File: config.mk
export PLATFORM = sky130hd
export DESIGN_NAME = seven_scan_driver_flat
export DESIGN_NICKNAME = d
export VERILOG_FILES = /design/src/rtl/seven_scan_driver_if.sv /design/src/rtl/seven_scan_driver.sv /design/src/flat_wrapper.sv
export SDC_FILE = /design/constraint.sdc
export NUM_CORES = 1
export LEC_CHECK = 0
export CORE_UTILIZATION = 55
export DETAILED_ROUTE_END_ITERATION = 16
export HOLD_SLACK_MARGIN = 0.06
export PLACE_DENSITY_LB_ADDON = 0.3
export SLEW_MARGIN = 20
export SYNTH_ARGS = -nofsm -noshare
export SYNTH_HDL_FRONTEND = slang
export SYNTH_SLANG_ARGS = --single-unit
File: constraint.sdc
create_clock -name clk -period 6.75 [get_ports clk]
set_input_delay 0.675 -clock clk [delete_from_list [all_inputs] [get_ports clk]]
set_output_delay 0.675 -clock clk [all_outputs]
set_load 0.005 [all_outputs]
File: src/rtl/seven_scan_driver_if.sv
// seven_scan_driver_if: datapath-side controls and display-pin outputs of seven_scan_driver.
interface seven_scan_driver_if #(parameter int DIGITS = 8);
   logic                en;
   logic                load;
   logic [4*DIGITS-1:0] nums;
   logic [DIGITS-1:0]   dp_mask;
   logic [DIGITS-1:0]   blank_mask;
   logic [DIGITS-1:0]   digit_sel;
   logic [7:0]          digit_show;
   logic                frame_tick;
   modport master (output en, load, nums, dp_mask, blank_mask, input digit_sel, digit_show, frame_tick);
   modport slave  (input en, load, nums, dp_mask, blank_mask, output digit_sel, digit_show, frame_tick);
endinterface

File: src/rtl/seven_scan_driver.sv
// seven_scan_driver: double-buffered multiplexed common-anode seven-segment scanner.
// Define SEVSEG_HEX_EN to render codes 10..15 as A b C d E F; otherwise they are dark.
module seven_scan_driver #(
   parameter int DIGITS   = 8,
   parameter int SCAN_DIV = 50000
) (
   input logic                clk,
   input logic                rst_n,
   seven_scan_driver_if.slave bus
);
   localparam int IW = (DIGITS > 1) ? $clog2(DIGITS) : 1;
   localparam int PW = $clog2(SCAN_DIV);
   localparam logic [IW-1:0] LAST = IW'(DIGITS - 1);
   localparam logic [PW-1:0] PMAX = PW'(SCAN_DIV - 1);

   logic [4*DIGITS-1:0] r_sh_nums, r_nums;
   logic [DIGITS-1:0]   r_sh_dp, r_dp, r_sh_blank, r_blank, r_sel;
   logic [PW-1:0]       r_pcnt;
   logic [IW-1:0]       r_idx;
   logic                r_run, r_tick;
   logic [7:0]          r_show;
   logic [3:0]          w_code;
   logic [6:0]          w_seg;
   logic [7:0]          w_show;
   logic                w_pwrap, w_last, w_fstart;

   assign w_pwrap  = r_pcnt == PMAX;
   assign w_last   = r_idx == LAST;
   // r_run low marks the first enabled cycle after reset or re-enable, which opens a fresh frame
   assign w_fstart = bus.en & (~r_run | (w_pwrap & w_last));

   always_comb begin
      w_code = r_nums[{r_idx, 2'b00} +: 4];
      case (w_code)
         4'h0: w_seg = 7'h40;
         4'h1: w_seg = 7'h79;
         4'h2: w_seg = 7'h24;
         4'h3: w_seg = 7'h30;
         4'h4: w_seg = 7'h19;
         4'h5: w_seg = 7'h12;
         4'h6: w_seg = 7'h02;
         4'h7: w_seg = 7'h78;
         4'h8: w_seg = 7'h00;
         4'h9: w_seg = 7'h10;
`ifdef SEVSEG_HEX_EN
         4'hA: w_seg = 7'h08;
         4'hB: w_seg = 7'h03;
         4'hC: w_seg = 7'h46;
         4'hD: w_seg = 7'h21;
         4'hE: w_seg = 7'h06;
         4'hF: w_seg = 7'h0E;
`endif
         default: w_seg = 7'h7F;
      endcase
      w_show = r_blank[r_idx] ? 8'hFF : {~r_dp[r_idx], w_seg};
   end

   always_ff @(posedge clk) begin
      if (!rst_n) begin
         r_sh_nums  <= '0;
         r_sh_dp    <= '0;
         r_sh_blank <= '1;
         r_nums     <= '0;
         r_dp       <= '0;
         r_blank    <= '1;
         r_pcnt     <= '0;
         r_idx      <= '0;
         r_run      <= 1'b0;
         r_sel      <= '1;
         r_show     <= 8'hFF;
         r_tick     <= 1'b0;
      end else begin
         if (bus.load) begin
            r_sh_nums  <= bus.nums;
            r_sh_dp    <= bus.dp_mask;
            r_sh_blank <= bus.blank_mask;
         end
         // a load landing on the frame start bypasses the shadow so it shows in this frame
         if (w_fstart) begin
            r_nums  <= bus.load ? bus.nums       : r_sh_nums;
            r_dp    <= bus.load ? bus.dp_mask    : r_sh_dp;
            r_blank <= bus.load ? bus.blank_mask : r_sh_blank;
         end
         r_tick <= w_fstart;
         if (!bus.en) begin
            r_run  <= 1'b0;
            r_pcnt <= '0;
            r_idx  <= '0;
            r_sel  <= '1;
            r_show <= 8'hFF;
         end else begin
            r_run  <= 1'b1;
            r_sel  <= r_run ? ~(DIGITS'(1) << r_idx) : '1;
            r_show <= r_run ? w_show : 8'hFF;
            if (r_run) begin
               r_pcnt <= w_pwrap ? '0 : r_pcnt + PW'(1);
               if (w_pwrap) r_idx <= w_last ? '0 : r_idx + IW'(1);
            end
         end
      end
   end

   assign bus.digit_sel  = r_sel;
   assign bus.digit_show = r_show;
   assign bus.frame_tick = r_tick;
endmodule
File: src/flat_wrapper.sv
// flat-port wrapper written by rule: the top's interface ports become plain ports
module seven_scan_driver_flat 
#(
   parameter int DIGITS   = 8,
   parameter int SCAN_DIV = 50000
)
  (clk, rst_n, bus_en, bus_load, bus_nums, bus_dp_mask, bus_blank_mask, bus_digit_sel, bus_digit_show, bus_frame_tick);
  seven_scan_driver_if #(.DIGITS(DIGITS)) bus_i ();
  input logic clk;
  input logic rst_n;
  input wire logic [$bits(bus_i.en)-1:0] bus_en;
  input wire logic [$bits(bus_i.load)-1:0] bus_load;
  input wire logic [$bits(bus_i.nums)-1:0] bus_nums;
  input wire logic [$bits(bus_i.dp_mask)-1:0] bus_dp_mask;
  input wire logic [$bits(bus_i.blank_mask)-1:0] bus_blank_mask;
  output wire logic [$bits(bus_i.digit_sel)-1:0] bus_digit_sel;
  output wire logic [$bits(bus_i.digit_show)-1:0] bus_digit_show;
  output wire logic [$bits(bus_i.frame_tick)-1:0] bus_frame_tick;
  assign bus_i.en = bus_en;
  assign bus_i.load = bus_load;
  assign bus_i.nums = bus_nums;
  assign bus_i.dp_mask = bus_dp_mask;
  assign bus_i.blank_mask = bus_blank_mask;
  assign bus_digit_sel = bus_i.digit_sel;
  assign bus_digit_show = bus_i.digit_show;
  assign bus_frame_tick = bus_i.frame_tick;
  seven_scan_driver #(.DIGITS(DIGITS), .SCAN_DIV(SCAN_DIV)) u_core (.clk(clk), .rst_n(rst_n), .bus(bus_i));
endmodule
==> results of run 1 <==
## kinds of logic (layout without fill, tap and decap cells)
group | count (synthesis) | count (layout) | share of synthesized area
and+or+nand+nor | 178 | 178 | 0.1755
DFF | 133 | 133 | 0.4746
muxes | 114 | 114 | 0.2547
buffers and inverters | 35 | 110 | 0.02877
AOI/OAI and AO/OA | 16 | 16 | 0.01628
xor gates and xnor gates | 15 | 15 | 0.02342
adders and majority gates | 12 | 12 | 0.02676
## worst min-delay path, stage by stage (launching register included)
cell	delay [ns]
dfxtp_1	0.30
mux2i_1	0.05
nand2_1	0.07
## cell usage after synthesis (all sizes together)
cell type / count / share of area
nor4: 2 / 0.0049
nor3: 2 / 0.0018
and4: 1 / 0.0016
inv: 9 / 0.0060
a21oi: 7 / 0.0062
and3: 4 / 0.0045
or4: 1 / 0.0013
nand2b: 9 / 0.011
xor2: 10 / 0.016
and2: 43 / 0.048
mux2i: 52 / 0.093
clkbuf: 14 / 0.0094
o21a: 1 / 0.0013
ha: 12 / 0.027
xnor2: 5 / 0.0078
mux4: 12 / 0.048
a31oi: 2 / 0.0022
a311oi: 1 / 0.0016
a21boi: 1 / 0.0013
nand3: 6 / 0.0054
nand4: 5 / 0.0056
or3: 1 / 0.0011
buf: 12 / 0.013
nand2: 39 / 0.026
dfxtp: 133 / 0.47
or4b: 1 / 0.0025
nor2: 22 / 0.015
nor2b: 42 / 0.047
o21ai: 4 / 0.0036
mux2: 50 / 0.11
## through the flow
| stage | total power [mW] | hold WS, ns |
|---|---|---|
| final | 1.939 | 0.4620 |
| after global routing | 2.003 | 0.4983 |
| after CTS | 1.953 | 0.4698 |
| after detailed placement | 0.9915 | 0.4542 |
| after global placement | 0.9852 | 0.4472 |
| after floorplan | 0.9406 | 0.4336 |
## cell type report
class	count	area, um^2	share of cell area
Tap cell	133	166.4	0.02390
Sequential cell	133	2663	0.3824
Clock inverter	11	172.7	0.02480
Multi-Input combinational cell	335	2786	0.4002
Inverter	9	33.78	0.004852
Timing Repair Buffer	70	685.7	0.09847
Clock buffer	20	455.4	0.06541
## worst paths after layout
kind | to | slack (ns) | depth (start not counted)
setup / recovery | u_core.bus.digit_show[2]$_SDFF_PP1_ | 3.95 | 6
hold reg to reg | u_core.r_sh_blank[1]$_SDFF_PN1_ | 0.46 | 2
hold / removal | u_core.r_sh_blank[1]$_SDFF_PN1_ | 0.46 | 2
setup reg to reg | u_core.bus.digit_show[2]$_SDFF_PP1_ | 3.95 | 6
## per-layer routing
metal	part of all wire	wire [um]	vias up
met5	0	0	-
met2	0.48	5077	99
met4	0.012	129	0
met1	0.46	4908	1714
met3	0.047	504	14
li1	-	-	1828
## power by group
part	total, mW	switching (mW)	internal (mW)	leakage [nW]
Clock	0.963	0.333	0.629	0.308
Combinational	0.143	0.0598	0.0833	1.47
Sequential	0.833	0.0133	0.820	1.09
Total	1.94	0.406	1.53	2.87
## placed cells by master (no fill, tap or decap), types with 2 or more instances in the layout
master           netlist  final
nor3_1                 2      2
xnor2_1                5      5
inv_1                  8      8
bufinv_16              0      4
o21ai_0                4      4
mux2_2                30     30
dfxtp_1              133    133
nor2_1                22     22
clkinv_2               0      2
ha_1                  12     12
buf_4                  0      2
nor2b_1               42     42
mux2i_1               52     52
mux4_2                12     12
xor2_1                10     10
clkbuf_16              0     16
nand3_1                6      6
and3_1                 4      4
clkdlybuf4s50_1        0     66
nand2b_1               8      8
a21oi_1                7      7
nand4_1                5      5
clkinv_4               0      2
a31oi_1                2      2
inv_6                  0      2
mux2_4                20     20
and2_1                43     43
nand2_1               39     39
clkbuf_8               0      4
buf_2                  6      2
==> qor.yml, run 1 <==
synth:
  synth.ff_latch_count: 133
  synth-warning-count: 0
  mappedNetlistArea_um2: 5610
  synthesis.nets: 567
  seq_area_frac_synth: 0.4746
  avgSynthCellArea_um2: 11.15
  netlist-cell-type-count: 36
  syn_inst: 503
global_route:
  use_met3: 0.04881
  global_route.usage.met1: 0.2849
  top_usage_layer: "met2"
  global_route_track_usage_on_met2: 0.3441
  global_route_wire_length_before_repair_mm: 17.55
  first_global_vias: 3656
  globalRoute.totalOverflow: 0
  grt_max_degree: 99
  track_usage: 0.2172
  antenna_found_initial: 0
setup_path:
  critical_path.cell_chain: "mux4_2, mux2i_1, inv_1, ha_1, a21oi_1, o21ai_0"
  critical_path.reg2reg.startpoint: "u_core.r_idx[0]$_SDFFE_PN0P_"
  cp_slowest_stage_delay_ns: 0.95
  cp_max_fo: 17
  cp-startpoint: "u_core.r_idx[0]$_SDFFE_PN0P_"
  worstPathRequired_ns: 7.12
  endpoint_kind: "flip-flop"
  worstSetupStartpointType: "flip-flop"
  crit_arrival_ns: 3.17
  critPathSlowestCell: "dfxtp_1"
  worst-path-buf-inv: 1
  critPathTopFamily: "multiplexers"
  worstSetupPathType: "flip-flop to flip-flop"
layout:
  finish.utilization: 0.7091
  synthToLayoutAreaGrowth_pct: 24.11
  layout.cells.non_filler: 711
  antenna_cells_inserted: 0
  top_regs: "u_core.r_nums x32, u_core.r_sh_nums x32, u_core.r_pcnt x16"
  fillCellCount: 734
  drive_above_1_share: 0.1747
  fin_area_um2: 6963
  finalNetCount: 630
place:
  dpl.cell_count: 680
  placed_cell_areas_um2: 6335
  io_buffers: 68
  detailed_place_hpwl_mm: 6.857
  pre_cts_ws_ns: 3.958
  place_congestion: 0.7779
timing:
  timing.max_slew.rel_slack: 0.3574
  setup_violations: 0
  report.final.slew_viol_count: 0
  setup_tns_ns: 0
  achievable-frequency_mhz: 356.8
  setup_repair_after_global_routing_missed_its_margin: "false"
  hold_viol_final: 0
  worst-slew-pin-transition_ns: 0.9626
  finalClockSkew_ns: 0.009633
  share_of_the_cycle_needed_by_the_critical_path_after_routing: 0.4153
  final_period_minus_worst_setup_slack_ns: 2.803
  layout_setup_ws_ns: 3.947
floorplan:
  placeableCoreArea_um2: 9819
  die_width_um: 103
  pin_count: 69
  fp.dieArea_um2: 10610
  num_rows: 36
  initial_utilization: 0.5714
  die_height_um: 103
clock_tree:
  clk_pin_slew_worst_paths_ns: 0.06
  clk_latency_ns: 0.51
  numCtsBuffers: 17
  tritoncts: "done"
  cts_repair_resize_count: 0
  post_cts_hold_buffer_count: 0
  cts_sinks: 133
  cts_post_setup_buffers_inserted: 0
  max-clock-path-buffers: 2
  clock_tree.root_cell: "clkbuf_8"
  cts-htree-levels: 4
detailed_routing:
  routed_via_density: 5.141
  final_antenna_net_count: 0
  routed_wire_length_per_instance_um: 14.94
  dr.first_iter.drc_count: 102
  drc: 0
  drt_wl_total_mm: 10.62
  vias: 3655
  drt-pass1-iter-count: 4
min_path:
  min-delay-start: "u_core.r_sh_blank[1]$_SDFF_PN1_"
  hold_path.class: "flip-flop to flip-flop"
job:
  timing.max_cap.violations: 0
power:
  total_leakage_power_nw: 2.869
  power_density_nw_per_um2: 278.4
  worst_voltage_drop_across_the_vdd_grid_mv: 0.1987
run_status:
  status: "finished, final reports clean"
Note: power is estimated with default switching activity, not from simulation.
==> run 2: changes to the inputs <==
==> constraint.sdc (replaced) <==
create_clock -name clk -period 2.8 [get_ports clk]
set_input_delay 0.28 -clock clk [delete_from_list [all_inputs] [get_ports clk]]
set_output_delay 0.28 -clock clk [all_outputs]
set_load 0.005 [all_outputs]
==> qor.yml, run 2 (synthesis gave the netlist of run 1 again) <==
job:
  timing.max_cap.violations: 0  # unchanged
clock_tree:
  numCtsBuffers: 17  # unchanged
  clk_latency_ns: 0.51  # about the same
  tritoncts: "done"  # unchanged
  cts-htree-levels: 4  # unchanged
  clk_pin_slew_worst_paths_ns: 0.06  # about the same
  post_cts_hold_buffer_count: 0  # unchanged
  cts_repair_resize_count: 0  # unchanged
  clock_tree.root_cell: "clkbuf_8"  # unchanged
  cts_sinks: 133  # unchanged
  cts_post_setup_buffers_inserted: 0  # unchanged
  max-clock-path-buffers: 2  # unchanged
global_route:
  antenna_found_initial: 0  # unchanged
  grt_max_degree: 53  # was 99
  globalRoute.totalOverflow: 0  # unchanged
  track_usage: 0.2230  # was 0.2172
  first_global_vias: 3861  # was 3656
  global_route_wire_length_before_repair_mm: 17.91  # was 17.55 mm
setup_path:
  critical_path.reg2reg.startpoint: "u_core.r_pcnt[7]$_SDFFE_PN0P_"  # was u_core.r_idx[0]$_SDFFE_PN0P_
  worstSetupPathType: "flip-flop to flip-flop"  # unchanged
  critPathSlowestCell: "or4b_4"  # was dfxtp_1
  worstSetupStartpointType: "flip-flop"  # unchanged
  worst_r2r_path_cells: 5  # was 6
  cp_slowest_stage_delay_ns: 0.55  # was 0.95 ns
  regToRegEndpoint: "u_core.r_nums[16]$_SDFFE_PN0P_"  # was u_core.bus.digit_show[2]$_SDFF_PP1_
  ff2ff_setup_slack_ns: 0.21  # was 3.95 ns
  cp_max_fo: 48  # was 17
  critical_path.cell_chain: "or4b_4, nor4_4, a21boi_1, nand2b_4, mux2_2"  # was mux4_2, mux2i_1, inv_1, ha_1, a21oi_1, o21ai_0
  endpoint_kind: "flip-flop"  # unchanged
  worstPathRequired_ns: 3.19  # was 7.12 ns
  crit_arrival_ns: 2.98  # was 3.17 ns
power:
  fin_total_pwr_mw: 4.781  # was 1.939 mW
  worst_voltage_drop_across_the_vdd_grid_mv: 0.4936  # was 0.1987 mV
  total_leakage_power_nw: 2.902  # was 2.869 nW
  power_density_nw_per_um2: 679.7  # was 278.4 nW/um^2
layout:
  drive_above_1_share: 0.1801  # was 0.1747
  seqCellArea_um2: 2663  # unchanged
  synthToLayoutAreaGrowth_pct: 25.36  # was 24.11%
  fillCellCount: 735  # was 734
  top_regs: "u_core.r_nums x32, u_core.r_sh_nums x32, u_core.r_pcnt x16"  # unchanged
  layout.cells.most_common: "dfxtp_1"  # unchanged
  layout.cells.most_common_list: "dfxtp_1 (133), clkdlybuf4s50_1 (66), mux2i_1 (52)"  # unchanged
  finalNetCount: 634  # was 630
  antenna_cells_inserted: 0  # unchanged
  combined_area_of_the_multi_input_logic_cells_um2: 2786  # unchanged
floorplan:
  initial_utilization: 0.5714  # unchanged
  num_rows: 36  # unchanged
  pin_count: 69  # unchanged
  die_height_um: 103  # unchanged
  die_width_um: 103  # unchanged
  fp.dieArea_um2: 10610  # unchanged
  placeableCoreArea_um2: 9819  # unchanged
detailed_routing:
  routed_via_density: 5.190  # was 5.141
  drt_wl_total_mm: 11.01  # was 10.62 mm
  vias: 3716  # was 3655
  drt-pass1-iter-count: 5  # was 4
  final_antenna_net_count: 0  # unchanged
  drc: 0  # unchanged
  routed_wire_length_per_instance_um: 15.38  # was 14.94 um
  dr.first_iter.drc_count: 124  # was 102
timing:
  setup_violations: 0  # unchanged
  hold_viol_final: 0  # unchanged
  report.final.slew_viol_count: 0  # unchanged
  setup_repair_after_global_routing_missed_its_margin: "false"  # unchanged
  finalClockSkew_ns: 0.008979  # was 0.009633 ns
  worst-slew-pin-transition_ns: 0.8078  # was 0.9626 ns
  final_period_minus_worst_setup_slack_ns: 2.586  # was 2.803 ns
  timing.max_slew.rel_slack: 0.4615  # was 0.3574
  share_of_the_cycle_needed_by_the_critical_path_after_routing: 0.9236  # was 0.4153
  achievable-frequency_mhz: 386.7  # was 356.8 MHz
  setup_tns_ns: 0  # unchanged
  whs_ns: 0.1667  # was 0.4620 ns
place:
  place_congestion: 0.8309  # was 0.7779
  io_buffers: 68  # unchanged
  detailed_place_hpwl_mm: 7.153  # was 6.857 mm
min_path:
  whs_path_depth: 3  # was 2
  timing.hold.worst_endpoint: "u_core.r_idx[0]$_SDFFE_PN0P_"  # was u_core.r_sh_blank[1]$_SDFF_PN1_
  min-delay-start: "rst_n"  # was u_core.r_sh_blank[1]$_SDFF_PN1_
  hold_path.class: "primary input to flip-flop"  # was flip-flop to flip-flop
run_status:
  status: "finished, final reports clean"  # unchanged
[run 2: changes by cell type in the layout (fill, tap and decap cells not counted)]
cell / previous run / this run
buf_4: 2 / 5
buf_12: 0 / 1
bufinv_16: 4 / 5
clkbuf_1: 0 / 1
clkinv_2: 2 / 1
clkinvlp_4: 1 / 2
inv_6: 2 / 1
[run 2: per-layer routing]
layer	wire length, um	vias to the layer above	GRT usage	part of all wire
li1	-	1832	-	-
met1	5007	1794	0.2689	0.45
met2	5440	78	0.3862	0.49
met3	411	12	0.05559	0.037
met4	153	0	0.08017	0.014
met5	0	-	0	0
[run 2: power breakdown]
group | internal (mW) | switching (mW) | total, mW
combinational | 0.203 | 0.148 | 0.351
clock | 1.61 | 0.810 | 2.42
sequential | 1.98 | 0.0316 | 2.01
total | 3.79 | 0.990 | 4.78
[run 2: critical path: cells and delay by family (launching register included)]
kind	cells	cell delay (ns)
DFF	1	0.37
AOI/OAI and AO/OA	1	0.14
muxes	1	0.47
and+or+nand+nor	3	1.46
[run 2: cell type report]
class	count	area share
Multi-Input combinational cell	335	0.3962
Sequential cell	133	0.3786
Clock buffer	21	0.06529
Clock inverter	11	0.02793
Timing Repair Buffer	74	0.1035
Inverter	9	0.004803
Tap cell	133	0.02366
[run 2: worst max path at each step]
stage | from | end | slack [ns]
final | u_core.r_pcnt[7]$_SDFFE_PN0P_ | u_core.r_nums[16]$_SDFFE_PN0P_ | 0.21
after global routing | u_core.r_pcnt[7]$_SDFFE_PN0P_ | u_core.r_nums[16]$_SDFFE_PN0P_ | 0.12
after CTS | u_core.r_pcnt[7]$_SDFFE_PN0P_ | u_core.r_nums[16]$_SDFFE_PN0P_ | 0.23
after detailed placement | u_core.r_pcnt[7]$_SDFFE_PN0P_ | u_core.r_nums[19]$_SDFFE_PN0P_ | 0.28
after global placement | u_core.r_pcnt[7]$_SDFFE_PN0P_ | u_core.r_nums[24]$_SDFFE_PN0P_ | 0.37
after floorplan | u_core.r_idx[0]$_SDFFE_PN0P_ | u_core.bus.digit_show[3]$_SDFF_PP1_ | 0.57
[run 2: metrics by stage]
stage | worst slack, ns | cells | instance area [um^2] | utilization
6_report | 0.2140 | 716 | 7033 | 0.7162
5_1_grt | 0.1228 | 716 | 7033 | 0.7162
3_3_place_gp | 0.3660 | 684 | 6377 | 0.6495
3_5_place_dp | 0.2792 | 684 | 6377 | 0.6495
4_1_cts | 0.2316 | 716 | 7033 | 0.7162
2_1_floorplan | 0.5691 | 503 | 5610 | -
==> run 3: changes to the inputs <==
--- a/config.mk
+++ b/config.mk
@@ -5,7 +5,7 @@
 export SDC_FILE = /design/constraint.sdc
 export NUM_CORES = 1
 export LEC_CHECK = 0
-export CORE_UTILIZATION = 55
+export CORE_UTILIZATION = 45
 export DETAILED_ROUTE_END_ITERATION = 16
 export HOLD_SLACK_MARGIN = 0.06
 export PLACE_DENSITY_LB_ADDON = 0.3
@@ -13,3 +13,4 @@
 export SYNTH_ARGS = -nofsm -noshare
 export SYNTH_HDL_FRONTEND = slang
 export SYNTH_SLANG_ARGS = --single-unit
+export TNS_END_PERCENT = 100
==> qor.yml, run 3 (synthesis gave the netlist of run 1 again) <==
layout:
  combined_area_of_the_multi_input_logic_cells_um2: 2786  # unchanged
  fin_area_um2: 7093  # was 7033 um^2
  layout.cells.most_common_list: "dfxtp_1 (133), clkdlybuf4s50_1 (66), mux2i_1 (52)"  # unchanged
  layout.cells.most_common: "dfxtp_1"  # unchanged
  antenna_cells_inserted: 0  # unchanged
  drive_above_1_share: 0.1784  # was 0.1801
  finalNetCount: 634  # unchanged
  finish.utilization: 0.5881  # was 0.7162
  synthToLayoutAreaGrowth_pct: 26.43  # was 25.36%
  top_regs: "u_core.r_nums x32, u_core.r_sh_nums x32, u_core.r_pcnt x16"  # unchanged
  seqCellArea_um2: 2663  # unchanged
  fillCellCount: 1012  # was 735
  layout.cells.non_filler: 751  # was 716
clock_tree:
  cts_post_setup_buffers_inserted: 0  # unchanged
  cts_repair_resize_count: 0  # unchanged
  max-clock-path-buffers: 2  # unchanged
  cts_sinks: 133  # unchanged
  clock_tree.root_cell: "clkbuf_16"  # was clkbuf_8
  clk_latency_ns: 0.42  # was 0.51 ns
  numCtsBuffers: 17  # unchanged
  post_cts_hold_buffer_count: 0  # unchanged
  clk_pin_slew_worst_paths_ns: 0.06  # about the same
  cts-htree-levels: 4  # unchanged
  tritoncts: "done"  # unchanged
global_route:
  global_route_wire_length_before_repair_mm: 17.80  # was 17.91 mm
  antenna_found_initial: 0  # unchanged
  track_usage: 0.1789  # was 0.2230
  globalRoute.totalOverflow: 0  # unchanged
  grt_max_degree: 53  # unchanged
  first_global_vias: 3674  # was 3861
place:
  detailed_place_hpwl_mm: 6.960  # was 7.153 mm
  pre_cts_ws_ns: 0.3019  # was 0.2792 ns
  io_buffers: 68  # unchanged
  placed_cell_areas_um2: 6421  # was 6377 um^2
  place_congestion: 0.7774  # was 0.8309
  dpl.cell_count: 719  # was 684
floorplan:
  num_rows: 40  # was 36
  fp.dieArea_um2: 12920  # was 10610 um^2
  placeableCoreArea_um2: 12060  # was 9819 um^2
  die_height_um: 113.7  # was 103 um
  die_width_um: 113.7  # was 103 um
  pin_count: 69  # unchanged
  initial_utilization: 0.4651  # was 0.5714
job:
  timing.max_cap.violations: 0  # unchanged
timing:
  timing.max_slew.rel_slack: 0.4825  # was 0.4615
  layout_setup_ws_ns: 0.2914  # was 0.2140 ns
  hold_viol_final: 0  # unchanged
  worst-slew-pin-transition_ns: 0.7758  # was 0.8078 ns
  whs_ns: 0.2512  # was 0.1667 ns
  finalClockSkew_ns: 0.009584  # was 0.008979 ns
  final_period_minus_worst_setup_slack_ns: 2.509  # was 2.586 ns
  setup_repair_after_global_routing_missed_its_margin: "false"  # unchanged
  share_of_the_cycle_needed_by_the_critical_path_after_routing: 0.8959  # was 0.9236
  achievable-frequency_mhz: 398.6  # was 386.7 MHz
  setup_violations: 0  # unchanged
  setup_tns_ns: 0  # unchanged
  report.final.slew_viol_count: 0  # unchanged
power:
  share_clk_of_total_power: 0.516  # was 0.507
  total_leakage_power_nw: 2.904  # was 2.902 nW
  fin_total_pwr_mw: 4.862  # was 4.781 mW
  p_int_mw: 3.873  # was 3.790 mW
  pwr-share-comb: 0.071  # was 0.073
  power_density_nw_per_um2: 685.4  # was 679.7 nW/um^2
  seq_power_share: 0.413  # was 0.420
  worst_voltage_drop_across_the_vdd_grid_mv: 0.3365  # was 0.4936 mV
  sw_frac_of_total: 0.2033  # was 0.2072
  p_sw_mw: 0.9885  # was 0.9903 mW
detailed_routing:
  drt-pass1-iter-count: 4  # was 5
  vias: 3583  # was 3716
  dr.first_iter.drc_count: 93  # was 124
  drt_wl_total_mm: 10.48  # was 11.01 mm
  drc: 0  # unchanged
  routed_via_density: 4.771  # was 5.190
  final_antenna_net_count: 0  # unchanged
  routed_wire_length_per_instance_um: 13.96  # was 15.38 um
setup_path:
  worstPathRequired_ns: 3.10  # was 3.19 ns
  crit_arrival_ns: 2.81  # was 2.98 ns
  cp_slowest_stage_delay_ns: 0.54  # was 0.55 ns
  critPathSlowestCell: "or4b_4"  # unchanged
  critical_path.cell_chain: "or4b_4, nor4_4, a21boi_1, nand2b_4, mux2_2"  # unchanged
  worstSetupPathType: "flip-flop to flip-flop"  # unchanged
  endpoint_kind: "flip-flop"  # unchanged
  cp_max_fo: 48  # unchanged
  worstSetupStartpointType: "flip-flop"  # unchanged
min_path:
  hold_path.class: "primary input to flip-flop"  # unchanged
run_status:
  status: "finished, final reports clean"  # unchanged
-- run 3: power groups by stage --
stage                     registers (mW)  logic [mW]  clock network, mW
after floorplan                     2.03       0.233                  0
after global placement              2.04       0.337                  0
after detailed placement            2.05       0.345                  0
after CTS                           2.01       0.349               2.55
after global routing                2.02       0.375               2.63
final                               2.01       0.344               2.51
-- run 3: path summary, 6_finish.rpt --
check	startpoint	end	slack [ns]	cells past startpoint
worst max-delay path	u_core.r_pcnt[7]$_SDFFE_PN0P_	u_core.r_nums[12]$_SDFFE_PN0P_	0.29	5
worst min-delay path	rst_n	u_core.r_sh_dp[4]$_SDFF_PN0_	0.25	2
worst max register to register	u_core.r_pcnt[7]$_SDFFE_PN0P_	u_core.r_nums[12]$_SDFFE_PN0P_	0.29	5
worst min register to register	u_core.r_sh_blank[4]$_SDFF_PN1_	u_core.r_sh_blank[4]$_SDFF_PN1_	0.47	2
-- run 3: area by class of cell --
| class | instances | share of cell area |
|---|---|---|
| clock buffers | 20 | 0.06297 |
| clock inverters | 12 | 0.03175 |
| inverters | 9 | 0.004763 |
| multi-input cells | 335 | 0.3928 |
| well taps | 168 | 0.02963 |
| flip-flops and latches | 133 | 0.3754 |
| repair buffers | 74 | 0.1027 |
-- run 3: metal layers --
metal	vias to the layer above	global-route usage	wire [um]
met3	15	0.04835	372
met1	1658	0.2226	4982
met2	71	0.2943	4963
li1	1839	-	-
met5	-	0	0
met4	0	0.07193	165
-- run 3: critical path: cells and delay by family, from the launching register on --
kind               cells  cell delay [ns]
DFF                    1             0.35
AOI/OAI and AO/OA      1             0.13
muxes                  1             0.46
and+or+nand+nor        3             1.43
